`src/rtl/usb_led_pkg.sv`:
```
// Shared mode encodings and counter widths for the USB status-LED engine.
package usb_led_pkg;

    localparam logic [1:0] LED_OFF   = 2'd0;
    localparam logic [1:0] LED_ON    = 2'd1;
    localparam logic [1:0] LED_BLINK = 2'd2;
    localparam logic [1:0] LED_ACT   = 2'd3;

    localparam int HOLD_W = 16;
    localparam int PWM_W  = 4;

endpackage

```
`src/rtl/usb_led_chan.sv`:
```
// One LED channel: retriggerable activity hold counter, mode mux and registered output.
module usb_led_chan
    import usb_led_pkg::*;
#(
    parameter int ACT_HOLD_MS    = 50,
    parameter bit LED_ACTIVE_LOW = 1'b0
) (
    input  logic       clk_i,
    input  logic       rst_i,
    input  logic [1:0] mode_i,
    input  logic       event_i,
    input  logic       tick_i,
    input  logic       beat_i,
    input  logic       gate_i,
    output logic       led_o
);

    logic [HOLD_W-1:0] hold_q, hold_d;
    logic              led_q, led_d;
    logic              lit;

    always_comb begin
        hold_d = hold_q;
        // A fresh event always reloads, even on a tick cycle, so the stretch restarts in full.
        if (event_i) begin
            hold_d = HOLD_W'(ACT_HOLD_MS);
        end else if (tick_i && (hold_q != '0)) begin
            hold_d = hold_q - 1'b1;
        end

        lit = 1'b0;
        case (mode_i)
            LED_OFF:   lit = 1'b0;
            LED_ON:    lit = 1'b1;
            LED_BLINK: lit = beat_i;
            LED_ACT:   lit = (hold_q != '0);
            default:   lit = 1'b0;
        endcase

        led_d = (lit & gate_i) ^ LED_ACTIVE_LOW;
    end

    always_ff @(posedge clk_i) begin
        if (rst_i) begin
            hold_q <= '0;
            led_q  <= LED_ACTIVE_LOW;
        end else begin
            hold_q <= hold_d;
            led_q  <= led_d;
        end
    end

    assign led_o = led_q;

endmodule

```
`src/rtl/usb_led_status.sv`:
```
// Status-indicator engine: shared ms prescaler, heartbeat and PWM counters feeding
// NUM_LEDS channels. Define LED_PWM_EN to add per-channel brightness (bright_i).
module usb_led_status
    import usb_led_pkg::*;
#(
    parameter int CLK_FREQ       = 48000000,
    parameter int NUM_LEDS       = 2,
    parameter int BLINK_MS       = 500,
    parameter int ACT_HOLD_MS    = 50,
    parameter bit LED_ACTIVE_LOW = 1'b0
) (
    input  logic                  clk_i,
    input  logic                  rst_i,
    input  logic [2*NUM_LEDS-1:0] mode_i,
    input  logic [NUM_LEDS-1:0]   event_i,
`ifdef LED_PWM_EN
    input  logic [4*NUM_LEDS-1:0] bright_i,
`endif
    output logic [NUM_LEDS-1:0]   led_o,
    output logic                  tick_o,
    output logic                  beat_o
);

    localparam int DIV   = CLK_FREQ / 1000;
    localparam int PRE_W = (DIV > 1) ? $clog2(DIV) : 1;
    localparam int MS_W  = 16;

    logic [PRE_W-1:0] presc_q, presc_d;
    logic             tick_q, tick_d;
    logic [MS_W-1:0]  ms_q, ms_d;
    logic             beat_q, beat_d;
`ifdef LED_PWM_EN
    logic [PWM_W-1:0] pwm_q, pwm_d;
`endif

    always_comb begin
        tick_d  = (presc_q == PRE_W'(DIV - 1));
        presc_d = tick_d ? '0 : presc_q + 1'b1;

        // Heartbeat advances on the registered tick so it shares the ms grid with the hold counters.
        ms_d   = ms_q;
        beat_d = beat_q;
        if (tick_q) begin
            if (ms_q == MS_W'(BLINK_MS - 1)) begin
                ms_d   = '0;
                beat_d = ~beat_q;
            end else begin
                ms_d = ms_q + 1'b1;
            end
        end
`ifdef LED_PWM_EN
        pwm_d = pwm_q + 1'b1;
`endif
    end

    always_ff @(posedge clk_i) begin
        if (rst_i) begin
            presc_q <= '0;
            tick_q  <= 1'b0;
            ms_q    <= '0;
            beat_q  <= 1'b0;
`ifdef LED_PWM_EN
            pwm_q   <= '0;
`endif
        end else begin
            presc_q <= presc_d;
            tick_q  <= tick_d;
            ms_q    <= ms_d;
            beat_q  <= beat_d;
`ifdef LED_PWM_EN
            pwm_q   <= pwm_d;
`endif
        end
    end

    assign tick_o = tick_q;
    assign beat_o = beat_q;

    for (genvar n = 0; n < NUM_LEDS; n++) begin : g_chan
        logic gate;
`ifdef LED_PWM_EN
        assign gate = (pwm_q < bright_i[4*n +: 4]);
`else
        assign gate = 1'b1;
`endif
        usb_led_chan #(
            .ACT_HOLD_MS    (ACT_HOLD_MS),
            .LED_ACTIVE_LOW (LED_ACTIVE_LOW)
        ) u_chan (
            .clk_i   (clk_i),
            .rst_i   (rst_i),
            .mode_i  (mode_i[2*n +: 2]),
            .event_i (event_i[n]),
            .tick_i  (tick_q),
            .beat_i  (beat_q),
            .gate_i  (gate),
            .led_o   (led_o[n])
        );
    end

endmodule

```
`config.mk`:
```
export PLATFORM = sky130hd
export DESIGN_NAME = usb_led_status
export DESIGN_NICKNAME = d
export VERILOG_FILES = /design/src/rtl/usb_led_pkg.sv /design/src/rtl/usb_led_chan.sv /design/src/rtl/usb_led_status.sv
export SDC_FILE = /design/constraint.sdc
export NUM_CORES = 1
export LEC_CHECK = 0
export CAP_MARGIN = 20
export CORE_UTILIZATION = 23
export CTS_CLUSTER_DIAMETER = 50
export DETAILED_ROUTE_END_ITERATION = 8
export PLACE_DENSITY_LB_ADDON = 0.25
export SYNTH_ARGS = -nofsm -noshare
export SYNTH_HDL_FRONTEND = slang
export SYNTH_SLANG_ARGS = --single-unit
```
`constraint.sdc`:
```
create_clock -name clk_i -period 2.75 [get_ports clk_i]
set_input_delay 0.55 -clock clk_i [delete_from_list [all_inputs] [get_ports clk_i]]
set_output_delay 0.55 -clock clk_i [all_outputs]
set_load 0.02 [all_outputs]
```
==> impl_metrics.json <==
{
  "clk_latency_ns": 0.33,
  "skew_ns": 0.00576,
  "holdPathEnd": "presc_q[15]",
  "drt_iter0_markers": 207,
  "dr.pass1.iters": 4,
  "synth_warnings": 0,
  "start_util": 0.240,
  "drt_wl_total_mm": 7.71,
  "cts_hold_buf": 0,
  "min_period_ns": 2.25,
  "synth_compound_area_frac": 0.122,
  "antenna_found_initial": 0,
  "fp.dieW_microns": 123,
  "utilization": 0.282,
  "drv_cap": 0,
  "holdCritStartpoint": "presc_q[15]",
  "fin_crit_sh": 0.819,
  "wl_per_cell_microns": 12.9,
  "dieArea_sq_mm": 0.0152,
  "finalNetCount": 424,
  "antenna_left": 0,
  "yosys_register_bits": 68,
  "synth_nets": 411,
  "avgSynthCellArea_sq_um": 8.52,
  "layout_commonest_cell": "dfxtp_1",
  "cp.arrival_ns": 1.70,
  "fin_tns_setup_ns": 0,
  "slowest_stage": "clkdlybuf4s50_1",
  "final_cell_mix": "68 x dfxtp_1, 49 x nor2_1, 35 x nand2_1",
  "crit_buf_inv": 2,
  "relSlewSlack": 0.594,
  "reg2reg_to": "presc_q[15]",
  "h-tree-depth": 3,
  "vias": 2895,
  "synth_xor_area_frac": 0.0724,
  "synth_simple_gate_area_share": 0.333,
  "grt_pass1_vias": 2730,
  "cpPeakStageDelay_ns": 0.64,
  "vdd.ir_drop.worst_uv": 270,
  "path_cells": "buf_4 > clkdlybuf4s50_1",
  "grt_overflow": 0,
  "synthFlopType": "dfxtp_1",
  "max_slew.worst_pin.slew_ns": 0.593,
  "synth_cell_types": 58,
  "gp_congestion": 0.812,
  "end_kind": "primary output",
  "cp-start-kind": "flop",
  "fmax_mhz": 444,
  "grt_use_total": 0.113,
  "cp_top_family": "buffers and inverters",
  "status": "finished, final reports clean",
  "cts_buffers": 9,
  "num_io_pins": 12,
  "synth_fa_ha_area_frac": 0.0185,
  "syn_inst": 398,
  "rows": 43,
  "cts_sinks": 68,
  "grt_pass1_wl_mm": 13.2,
  "post_cts_buffers": 0,
  "drc_errors": 0,
  "leakagePower_nw": 1.29,
  "synth.area.mux_share": 0.0207,
  "clk_pin_slew_worst_paths_ns": 0.05,
  "grt_max_degree": 23,
  "synth_edf_count": 0,
  "fp.dieH_microns": 123,
  "viasPerCell": 4.87,
  "numPortBuffers": 11,
  "core_area_sq_mm": 0.0141,
  "rsz0062_at_grt": "no",
  "synth_top_family_by_area": "simple AND/OR/NAND/NOR gates",
  "timing.rr.start": "presc_q[0]",
  "hold_path.class": "flop to flop",
  "cts_buffer_depth": 2,
  "fin_hold_ws_ns": 0.478,
  "crit_fanout": 16,
  "worstPathRequired_ns": 2.20,
  "pwr_density_cell_mw_per_mm2": 569,
  "regToRegSetupSlack_ns": 0.72,
  "ff2ff_path_depth": 5,
  "drv_slew": 0,
  "netlist_area_sq_mm": 0.00339,
  "min_path_cells": 2,
  "clockRootBuffer": "clkbuf_16",
  "post-dp-hpwl_mm": 5.51,
  "cts_tree": "built",
  "critical_path_class": "flop to primary output",
  "hold_viol": 0,
  "seq_area_frac_synth": 0.402,
  "setup_violations": 0,
  "async_reset_ff_frac": 0,
  "post_cts_resized": 0,
  "syn2layout_area_growth_pct": 17.6,
  "antenna_cells": 0,
  "path_depth": 2,
  "final_layout_size_suffix_gt1_frac": 0.0819
}
worst min-delay path: stages (launching register included):
cell and delay, ns:
dfxtp_1 0.31, o31ai_1 0.06, a21oi_1 0.06
final cells by class:
type	count	area, sq um
clock buffer	10	239
clock inverter	5	52.6
fill	1519	10200
inverter	13	48.8
multi-input combinational	304	1920
sequential	68	1360
tap	180	225
timing repair buffer	15	140
how the worst max path moves through the flow:
stage | slack [ns] | from | to
global placement | 0.71 | event_i[0] | g_chan[0].u_chan.hold_q[0]
finish | 0.50 | tick_o | tick_o
global route | 0.41 | tick_o | tick_o
detailed placement | 0.54 | event_i[0] | g_chan[0].u_chan.hold_q[1]
floorplan | 0.89 | tick_o | g_chan[0].u_chan.hold_q[13]
CTS | 0.47 | tick_o | tick_o
synthesized netlist by cell type (2+ instances only):
cell type	number	area [sq um]
o31ai_1	11	82.6
xor2_1	9	78.8
mux2i_1	7	70.1
and3_1	4	25.0
or2_2	2	12.5
ha_1	5	62.6
nand4_1	16	100
nor3b_1	2	15.0
nor4_2	2	25.0
a21oi_1	21	105
a211oi_1	2	15.0
o21ai_0	7	35.0
a2111oi_0	2	17.5
or4_1	9	67.6
buf_4	2	15.0
nand3_1	12	60.1
a31oi_1	4	25.0
dfxtp_1	68	1360
or3_1	18	113
nand2b_1	2	12.5
clkbuf_1	8	30.0
nor3_1	13	65.1
nand2_1	35	131
inv_1	13	48.8
buf_2	2	10.0
nor4_1	12	75.1
o211ai_1	2	15.0
nand3b_1	4	30.0
or4b_1	3	30.0
xnor2_1	19	166
a211o_1	2	17.5
and4_1	3	26.3
nor2_1	49	184
o41ai_1	2	17.5
nor4b_1	3	26.3
per-stage QoR:
step	setup WS [ns]	std cells	total power, mW	instance area, sq um
3_3_place_gp	0.710	580	1.15	3700
4_1_cts	0.471	595	2.31	3990
6_report	0.498	595	2.27	3990
5_1_grt	0.409	595	2.37	3990
3_5_place_dp	0.537	580	1.15	3700
2_1_floorplan	0.885	398	1.11	3390
where the power goes:
group / internal [mW] / total (mW) / switching, mW
logic: 0.0460 / 0.120 / 0.0737
clock network: 0.716 / 1.14 / 0.422
registers: 0.998 / 1.01 / 0.0137
total: 1.76 / 2.27 / 0.509
registers in the layout, indices dropped and copies added, names as in the netlist:
| signal | count |
|---|---|
| g_chan.u_chan.led_o | 2 |
| tick_o | 1 |
| beat_o | 1 |
| g_chan.u_chan.hold_q | 32 |
| ms_q | 16 |
| presc_q | 16 |
metal layers:
| layer | GRT usage | vias to the layer above | share of wire |
|---|---|---|---|
| li1 | - | 1487 | - |
| met1 | 0.140 | 1358 | 0.50 |
| met2 | 0.180 | 42 | 0.45 |
| met3 | 0.0401 | 8 | 0.041 |
| met4 | 0.0384 | 0 | 0.013 |
| met5 | 0 | - | 0 |
logic make-up (layout without fill, tap and decap cells):
kind of cell               after synthesis  count (layout)
AOI/OAI and AO/OA                       62              62
xor gates and xnor gates                28              28
adders and majority gates                5               5
buffers and inverters                   26              43
DFF                                     68              68
muxes                                    7               7
and+or+nand+nor                        202             202
No activity file was read; power rests on OpenSTA's default activity.
